File: src/rtl/hazard_scoreboard_if.sv
// rtl/hazard_scoreboard_if.sv - ID-stage to hazard scoreboard signal bundle
// master: ID stage (drives decoded instruction fields, receives pipeline controls)
// slave : hazard_scoreboard
interface hazard_scoreboard_if #(
    parameter int RW    = 4,
    parameter int CNT_W = 16
);
    logic             ext_stall;
    logic             id_valid;
    logic [RW-1:0]    id_rs;
    logic [RW-1:0]    id_rt;
    logic             id_use_rt;
    logic [RW-1:0]    id_rd;
    logic             id_reg_write;
    logic             id_mem_read;
    logic [2:0]       id_flag_en;
    logic             id_branch;
    logic             id_branchr;
    logic [2:0]       id_cond;
    logic             id_br_taken;
    logic             pc_wen;
    logic             if_id_wen;
    logic             id_ex_bubble;
    logic             if_id_flush;
    logic             control_hazard;
    logic [CNT_W-1:0] stall_count;
    logic [CNT_W-1:0] flush_count;

    modport master (
        output ext_stall, id_valid, id_rs, id_rt, id_use_rt, id_rd, id_reg_write,
               id_mem_read, id_flag_en, id_branch, id_branchr, id_cond, id_br_taken,
        input  pc_wen, if_id_wen, id_ex_bubble, if_id_flush, control_hazard,
               stall_count, flush_count
    );

    modport slave (
        input  ext_stall, id_valid, id_rs, id_rt, id_use_rt, id_rd, id_reg_write,
               id_mem_read, id_flag_en, id_branch, id_branchr, id_cond, id_br_taken,
        output pc_wen, if_id_wen, id_ex_bubble, if_id_flush, control_hazard,
               stall_count, flush_count
    );
endinterface

File: src/rtl/hazard_scoreboard.sv
// rtl/hazard_scoreboard.sv - register/flag scoreboard with stall, bubble and branch flush control
// Ports: clk, rst (sync, active high), hif (slave modport of hazard_scoreboard_if):
//   ID instruction fields and ext_stall in; pc_wen, if_id_wen, id_ex_bubble,
//   if_id_flush, control_hazard and saturating stall/flush counters out.
module hazard_scoreboard #(
    parameter int NREG      = 16,
    parameter int RW        = 4,
    parameter int LAT_W     = 2,
    parameter int LOAD_LAT  = 1,
    parameter int ALU_LAT   = 0,
    parameter int FLAG_LAT  = 1,
    parameter int BRR_LAT   = 1,
    parameter int FLUSH_CYC = 1,
    parameter int CNT_W     = 16
) (
    input  logic               clk,
    input  logic               rst,
    hazard_scoreboard_if.slave hif
);
    localparam logic [0:0] ST_RUN   = 1'b0;
    localparam logic [0:0] ST_FLUSH = 1'b1;

    localparam logic [LAT_W-1:0] LD_SET   = LAT_W'(LOAD_LAT);
    localparam logic [LAT_W-1:0] ALU_SET  = LAT_W'(ALU_LAT);
    localparam logic [LAT_W-1:0] LD_BSET  = LAT_W'(LOAD_LAT + BRR_LAT);
    localparam logic [LAT_W-1:0] ALU_BSET = LAT_W'(ALU_LAT + BRR_LAT);
    localparam logic [LAT_W-1:0] FL_SET   = LAT_W'(FLAG_LAT);
    localparam logic [LAT_W-1:0] FL_INIT  = LAT_W'(FLUSH_CYC - 1);
    localparam logic [LAT_W-1:0] ONE      = LAT_W'(1);

    logic [LAT_W-1:0] cnt  [NREG];
    logic [LAT_W-1:0] bcnt [NREG];
    logic [LAT_W-1:0] fcnt [3];
    logic [0:0]       state;
    logic [LAT_W-1:0] fl_left;
    logic [CNT_W-1:0] stall_cnt_q;
    logic [CNT_W-1:0] flush_cnt_q;

    logic [2:0] req_flags;
    logic       src_busy, flag_busy, brr_busy, hz_stall, issue, is_br, take_branch;

    // Flags each condition code reads; bit order Z,V,N = [0],[1],[2].
    always_comb begin
        req_flags = 3'b000;
        case (hif.id_cond)
            3'b000, 3'b001:         req_flags = 3'b001;
            3'b010, 3'b100, 3'b101: req_flags = 3'b101;
            3'b011:                 req_flags = 3'b100;
            3'b110:                 req_flags = 3'b010;
            default:                req_flags = 3'b000;
        endcase
    end

    // Register 0 is hardwired zero, so any reference to it is never busy.
    always_comb begin
        is_br     = hif.id_branch | hif.id_branchr;
        src_busy  = ((hif.id_rs != '0) && (cnt[hif.id_rs] != '0)) ||
                    (hif.id_use_rt && (hif.id_rt != '0) && (cnt[hif.id_rt] != '0));
        flag_busy = is_br && (((fcnt[0] != '0) && req_flags[0]) ||
                              ((fcnt[1] != '0) && req_flags[1]) ||
                              ((fcnt[2] != '0) && req_flags[2]));
        brr_busy  = hif.id_branchr && (hif.id_rs != '0) && (bcnt[hif.id_rs] != '0);
        hz_stall  = hif.id_valid && (src_busy || flag_busy || brr_busy);
        issue     = hif.id_valid && !hz_stall && !hif.ext_stall;
        take_branch = (state == ST_RUN) && issue && is_br && hif.id_br_taken;
    end

    assign hif.pc_wen         = !(hz_stall || hif.ext_stall);
    assign hif.if_id_wen      = !(hz_stall || hif.ext_stall);
    assign hif.id_ex_bubble   = hz_stall && !hif.ext_stall;
    assign hif.control_hazard = take_branch;
    assign hif.if_id_flush    = take_branch || (state == ST_FLUSH);
    assign hif.stall_count    = stall_cnt_q;
    assign hif.flush_count    = flush_cnt_q;

    always_ff @(posedge clk) begin
        if (rst) begin
            for (int i = 0; i < NREG; i++) begin
                cnt[i]  <= '0;
                bcnt[i] <= '0;
            end
            for (int f = 0; f < 3; f++) fcnt[f] <= '0;
            state       <= ST_RUN;
            fl_left     <= '0;
            stall_cnt_q <= '0;
            flush_cnt_q <= '0;
        end else begin
            if (hz_stall && (stall_cnt_q != '1))
                stall_cnt_q <= stall_cnt_q + CNT_W'(1);

            if (!hif.ext_stall) begin
                for (int i = 0; i < NREG; i++) begin
                    if (cnt[i] != '0)  cnt[i]  <= cnt[i] - ONE;
                    if (bcnt[i] != '0) bcnt[i] <= bcnt[i] - ONE;
                end
                for (int f = 0; f < 3; f++)
                    if (fcnt[f] != '0) fcnt[f] <= fcnt[f] - ONE;

                // Issue writes come after the decrements so the youngest writer wins.
                if (issue && hif.id_reg_write && (hif.id_rd != '0)) begin
                    cnt[hif.id_rd]  <= hif.id_mem_read ? LD_SET  : ALU_SET;
                    bcnt[hif.id_rd] <= hif.id_mem_read ? LD_BSET : ALU_BSET;
                end
                if (issue)
                    for (int f = 0; f < 3; f++)
                        if (hif.id_flag_en[f]) fcnt[f] <= FL_SET;

                case (state)
                    ST_RUN: begin
                        if (take_branch) begin
                            if (flush_cnt_q != '1)
                                flush_cnt_q <= flush_cnt_q + CNT_W'(1);
                            fl_left <= FL_INIT;
                            if (FLUSH_CYC > 1) state <= ST_FLUSH;
                        end
                    end
                    default: begin
                        fl_left <= fl_left - ONE;
                        if (fl_left <= ONE) state <= ST_RUN;
                    end
                endcase
            end
        end
    end
endmodule

File: src/flat_wrapper.sv
// flat-port wrapper written by rule: the top's interface ports become plain ports
module hazard_scoreboard_flat 
#(
    parameter int NREG      = 16,
    parameter int RW        = 4,
    parameter int LAT_W     = 2,
    parameter int LOAD_LAT  = 1,
    parameter int ALU_LAT   = 0,
    parameter int FLAG_LAT  = 1,
    parameter int BRR_LAT   = 1,
    parameter int FLUSH_CYC = 1,
    parameter int CNT_W     = 16
)
  (clk, rst, hif_ext_stall, hif_id_valid, hif_id_rs, hif_id_rt, hif_id_use_rt, hif_id_rd, hif_id_reg_write, hif_id_mem_read, hif_id_flag_en, hif_id_branch, hif_id_branchr, hif_id_cond, hif_id_br_taken, hif_pc_wen, hif_if_id_wen, hif_id_ex_bubble, hif_if_id_flush, hif_control_hazard, hif_stall_count, hif_flush_count);
  hazard_scoreboard_if #(.RW(RW), .CNT_W(CNT_W)) hif_i ();
  input  logic clk;
  input  logic rst;
  input wire logic [$bits(hif_i.ext_stall)-1:0] hif_ext_stall;
  input wire logic [$bits(hif_i.id_valid)-1:0] hif_id_valid;
  input wire logic [$bits(hif_i.id_rs)-1:0] hif_id_rs;
  input wire logic [$bits(hif_i.id_rt)-1:0] hif_id_rt;
  input wire logic [$bits(hif_i.id_use_rt)-1:0] hif_id_use_rt;
  input wire logic [$bits(hif_i.id_rd)-1:0] hif_id_rd;
  input wire logic [$bits(hif_i.id_reg_write)-1:0] hif_id_reg_write;
  input wire logic [$bits(hif_i.id_mem_read)-1:0] hif_id_mem_read;
  input wire logic [$bits(hif_i.id_flag_en)-1:0] hif_id_flag_en;
  input wire logic [$bits(hif_i.id_branch)-1:0] hif_id_branch;
  input wire logic [$bits(hif_i.id_branchr)-1:0] hif_id_branchr;
  input wire logic [$bits(hif_i.id_cond)-1:0] hif_id_cond;
  input wire logic [$bits(hif_i.id_br_taken)-1:0] hif_id_br_taken;
  output wire logic [$bits(hif_i.pc_wen)-1:0] hif_pc_wen;
  output wire logic [$bits(hif_i.if_id_wen)-1:0] hif_if_id_wen;
  output wire logic [$bits(hif_i.id_ex_bubble)-1:0] hif_id_ex_bubble;
  output wire logic [$bits(hif_i.if_id_flush)-1:0] hif_if_id_flush;
  output wire logic [$bits(hif_i.control_hazard)-1:0] hif_control_hazard;
  output wire logic [$bits(hif_i.stall_count)-1:0] hif_stall_count;
  output wire logic [$bits(hif_i.flush_count)-1:0] hif_flush_count;
  assign hif_i.ext_stall = hif_ext_stall;
  assign hif_i.id_valid = hif_id_valid;
  assign hif_i.id_rs = hif_id_rs;
  assign hif_i.id_rt = hif_id_rt;
  assign hif_i.id_use_rt = hif_id_use_rt;
  assign hif_i.id_rd = hif_id_rd;
  assign hif_i.id_reg_write = hif_id_reg_write;
  assign hif_i.id_mem_read = hif_id_mem_read;
  assign hif_i.id_flag_en = hif_id_flag_en;
  assign hif_i.id_branch = hif_id_branch;
  assign hif_i.id_branchr = hif_id_branchr;
  assign hif_i.id_cond = hif_id_cond;
  assign hif_i.id_br_taken = hif_id_br_taken;
  assign hif_pc_wen = hif_i.pc_wen;
  assign hif_if_id_wen = hif_i.if_id_wen;
  assign hif_id_ex_bubble = hif_i.id_ex_bubble;
  assign hif_if_id_flush = hif_i.if_id_flush;
  assign hif_control_hazard = hif_i.control_hazard;
  assign hif_stall_count = hif_i.stall_count;
  assign hif_flush_count = hif_i.flush_count;
  hazard_scoreboard #(.NREG(NREG), .RW(RW), .LAT_W(LAT_W), .LOAD_LAT(LOAD_LAT), .ALU_LAT(ALU_LAT), .FLAG_LAT(FLAG_LAT), .BRR_LAT(BRR_LAT), .FLUSH_CYC(FLUSH_CYC), .CNT_W(CNT_W)) u_core (.clk(clk), .rst(rst), .hif(hif_i));
endmodule
File: config.mk
export PLATFORM = sky130hd
export DESIGN_NAME = hazard_scoreboard_flat
export DESIGN_NICKNAME = d
export VERILOG_FILES = /design/src/rtl/hazard_scoreboard_if.sv /design/src/rtl/hazard_scoreboard.sv /design/src/flat_wrapper.sv
export SDC_FILE = /design/constraint.sdc
export NUM_CORES = 1
export LEC_CHECK = 0
export CAP_MARGIN = 20
export CORE_UTILIZATION = 59
export DETAILED_ROUTE_END_ITERATION = 10
export GPL_TIMING_DRIVEN = 0
export PLACE_DENSITY = 0.8
export SLEW_MARGIN = 15
export SYNTH_ARGS = -nofsm -noshare
export SYNTH_HDL_FRONTEND = slang
export SYNTH_SLANG_ARGS = --single-unit
File: constraint.sdc
create_clock -name clk -period 6 [get_ports clk]
set_input_delay 1.8 -clock clk [delete_from_list [all_inputs] [get_ports clk]]
set_output_delay 1.8 -clock clk [all_outputs]
set_load 0.02 [all_outputs]
==> results.md <==
- WP buf/inv: 6
- Site Rows: 39
- Fillers: 844
- Synth warn: 0
- CTS sink count: 105
- Global placer's final weighted congestion: 0.923
- Worst Setup End Kind: output port
- Initial DRC count: just under 600
- Max IR drop VDD: 0.157 mV
- DP Cell Count: roughly 990
- Buffers added on ports: 61
- Footprint of the multi-input gates: 3950 um^2
- Final wirelength: 20100 um
- Initial antenna violation count: 0
- IO Pins: 65
- Main flop type after synthesis: dfxtp_1
- Post-DP HPWL: 14500 um
- Antenna diodes: 0
- Crit path time final: about 6000 ps
- CTS HTree Levels: 3
- Mux contribution to synthesized area: 0.0888
- Cts bufs inserted: 9
- R2R setup slack: 2820 ps
- Tightest Pin Transition: 792 ps
- Die Y-Extent: 111 um
- Syn_area_per_cell: between 8 and 9 um^2
- Worst Slack Setup Final: roughly 57 ps
- Main combinational cell family by area after synthesis: simple AND/OR/NAND/NOR gates
- Ys async rst share: 0
- Clock transition at path regs: 70 ps
- Max Root-Sink Buffers: 2
- Synth area leaders: edfxtp_1, dfxtp_1, ha_1, mux2_2, inv_1
- DRC Markers: 0
- CTS tree: built
- Setup crit start kind: input pin
- Final number of max-transition violations: 0
- Cell count after synthesis: 782
- Max cap viols: 0
- Post-synthesis sequential area ratio: 0.370
- Yosys reg bits: 105
- Vias in the first global route: 6301
- Worst path required time: around 4200 ps
- Post-Place Setup Slack: -1220 ps
- Clock skew: approximately 4.6 ps
- Normalized max-slew margin: 0.471
- Post-DRT Antenna Nets: 0
- Slowest stage delay, CP: 370 ps
- Yosys top cell area share: 0.206
- Status: completed
- Critical-path top delay cell: dlygate4sd2_1
- First-pass GRT wire length: between 30000 and 40000 um
- Synth Net Count: 848
- Post-Synth XOR/XNOR Area: 0.00878
- Cts hold-fix bufs: 0
- Die area: 12300 um^2
- Simple-gate share of the synthesized area: 0.232
- Most common cell after layout, fill and taps aside: inv_1
- Synth unique cells: 68
- Finish-stage setup viols: 0
- Layout area overhead: 18.3%
- Final Cycle Share: 0.991
- Synth Area in Adders: 0.0695
- Worst Path Arrival: 4140 ps
- Vias per cell: 6.49
- NumNets Final: 929
- Tot GR Track Use: 0.335
- Remaining Overflow, GRT: 0
- CP Max Fanout: 10
- Share of layout cells above drive strength 1: 0.145
- Worst skew pair latency: roughly 360 ps
- Hold Violations, Final: 0
- CP delay by family, top: buffers and inverters
- Crit-path cells: dlygate4sd2_1 > nor4bb_2 > a211oi_1 > a211oi_2 > a22oi_2 > buf_4 > buf_4 > and2_4 > buf_6 > buf_6 > nor3_2 > buf_2
- Cell accounting for the most synthesized area: edfxtp_1
- DRT Pass-1 Iters: 5
- Via Count: 6566
- Crit path kind: input pin to output port
- Initial Utilization: 0.609
- Post-synth EDFFs: 48
- Mapped Area: between 6000 and 7000 um^2
- Clock root cell: clkbuf_16
- Pwr/cell area: 238 nW/um^2
- Fmax: 168 MHz
- Compound-gate portion of the synthesized area: 0.151
- Most frequent cells in the layout: inv_1, nor2_1, dfxtp_1
- Lkg Pwr: ~0.0031 uW
- Post-route insts no fill: approximately 1000
- Die Width: ~110 um
- Hold Path Class: register to register
- Register Area: about 2600 um^2
- Largest net degree at the start of global routing: 19
- Drt wl/cell: 19.9 um
- Core area: about 11000 um^2
-- cells by family (layout without fill, tap and decap cells) --
group | count (synthesis) | after routing
AOI/OAI and AO/OA | 148 | 148
xor gates and xnor gates | 7 | 7
adders and majority gates | 39 | 39
buffers and inverters | 140 | 226
DFF | 105 | 105
muxes | 55 | 55
and+or+nand+nor | 288 | 288
-- flip-flops by register name, summed over array words and instances (netlist names) --
signal,count
u_core.fcnt,6
u_core.bcnt,32
u_core.hif.flush_count,16
u_core.hif.stall_count,16
u_core.state,1
u_core.fl_left,2
u_core.cnt,32
-- worst paths after layout --
| path | cells after the start | startpoint | end |
|---|---|---|---|
| worst max-delay path | 12 | hif_id_rs[3] | hif_control_hazard |
| worst min-delay path | 2 | u_core.cnt[0][1] | u_core.cnt[0][1] |
| worst max register to register | 9 | u_core.cnt[3][0] | u_core.bcnt[5][0] |
| worst min register to register | 2 | u_core.cnt[0][1] | u_core.cnt[0][1] |
-- synthesized netlist by cell type, drive strengths merged, types with 13 or more instances --
cell / instances
ha: 38
nor2b: 18
edfxtp: 48
inv: 90
nand2: 15
mux2: 36
a21oi: 19
dfxtp: 57
and3: 13
clkbuf: 32
or3: 15
nor2: 74
a2111oi: 16
mux2i: 17
buf: 17
nor3: 61
nand3: 30
o21ai: 37
-- final cells by class --
type / instances / share of cell area
timing repair buffer: 72 / 0.0795
inverter: 91 / 0.0413
clock inverter: 2 / 0.00121
buffer: 47 / 0.0313
sequential: 105 / 0.313
clock buffer: 14 / 0.0345
multi-input combinational: 537 / 0.478
tap: 143 / 0.0217
-- per-stage QoR --
stage | power [uW] | area, um^2 | hold slack, ps | TNS, ps | utilization
2_1_floorplan | 1180 | 6990 | 454 | 0 | -
3_3_place_gp | 1300 | 7780 | 471 | -5600 | 0.678
5_1_grt | 2050 | 8260 | 533 | -18.7 | 0.721
3_5_place_dp | 1330 | 7780 | 500 | -5450 | 0.678
4_1_cts | 1950 | 8190 | 520 | -12.7 | 0.714
6_report | 1970 | 8260 | 523 | 0 | 0.721
-- power by group --
| part | internal, uW | leakage (uW) | switching (uW) |
|---|---|---|---|
| Clock | 329 | 0.000148 | 271 |
| Sequential | 817 | 0.000972 | 42.3 |
| Combinational | 200 | 0.00198 | 311 |
| Total | 1350 | 0.00310 | 624 |
-- what timing repair did --
action,in CTS,in global routing
gates resized for setup,49,21
endpoints found under the setup margin,5,5
pin swaps,4,6
endpoints found under the hold margin,0,0
buffers inserted,6,5
-- worst min-delay path, cell delays in order (launching register included) --
cell and delay [ps]:
dfxtp_1 320, nor2_1 100, a211oi_1 50
-- per-layer routing --
| layer | vias up | global-route usage | wire length (um) |
|---|---|---|---|
| li1 | 3014 | - | - |
| met1 | 3136 | 0.433 | 8060 |
| met2 | 350 | 0.534 | 9190 |
| met3 | 66 | 0.0727 | 2080 |
| met4 | 0 | 0.156 | 744 |
| met5 | - | 0 | 0 |
Power figures use the tool's default switching activity.
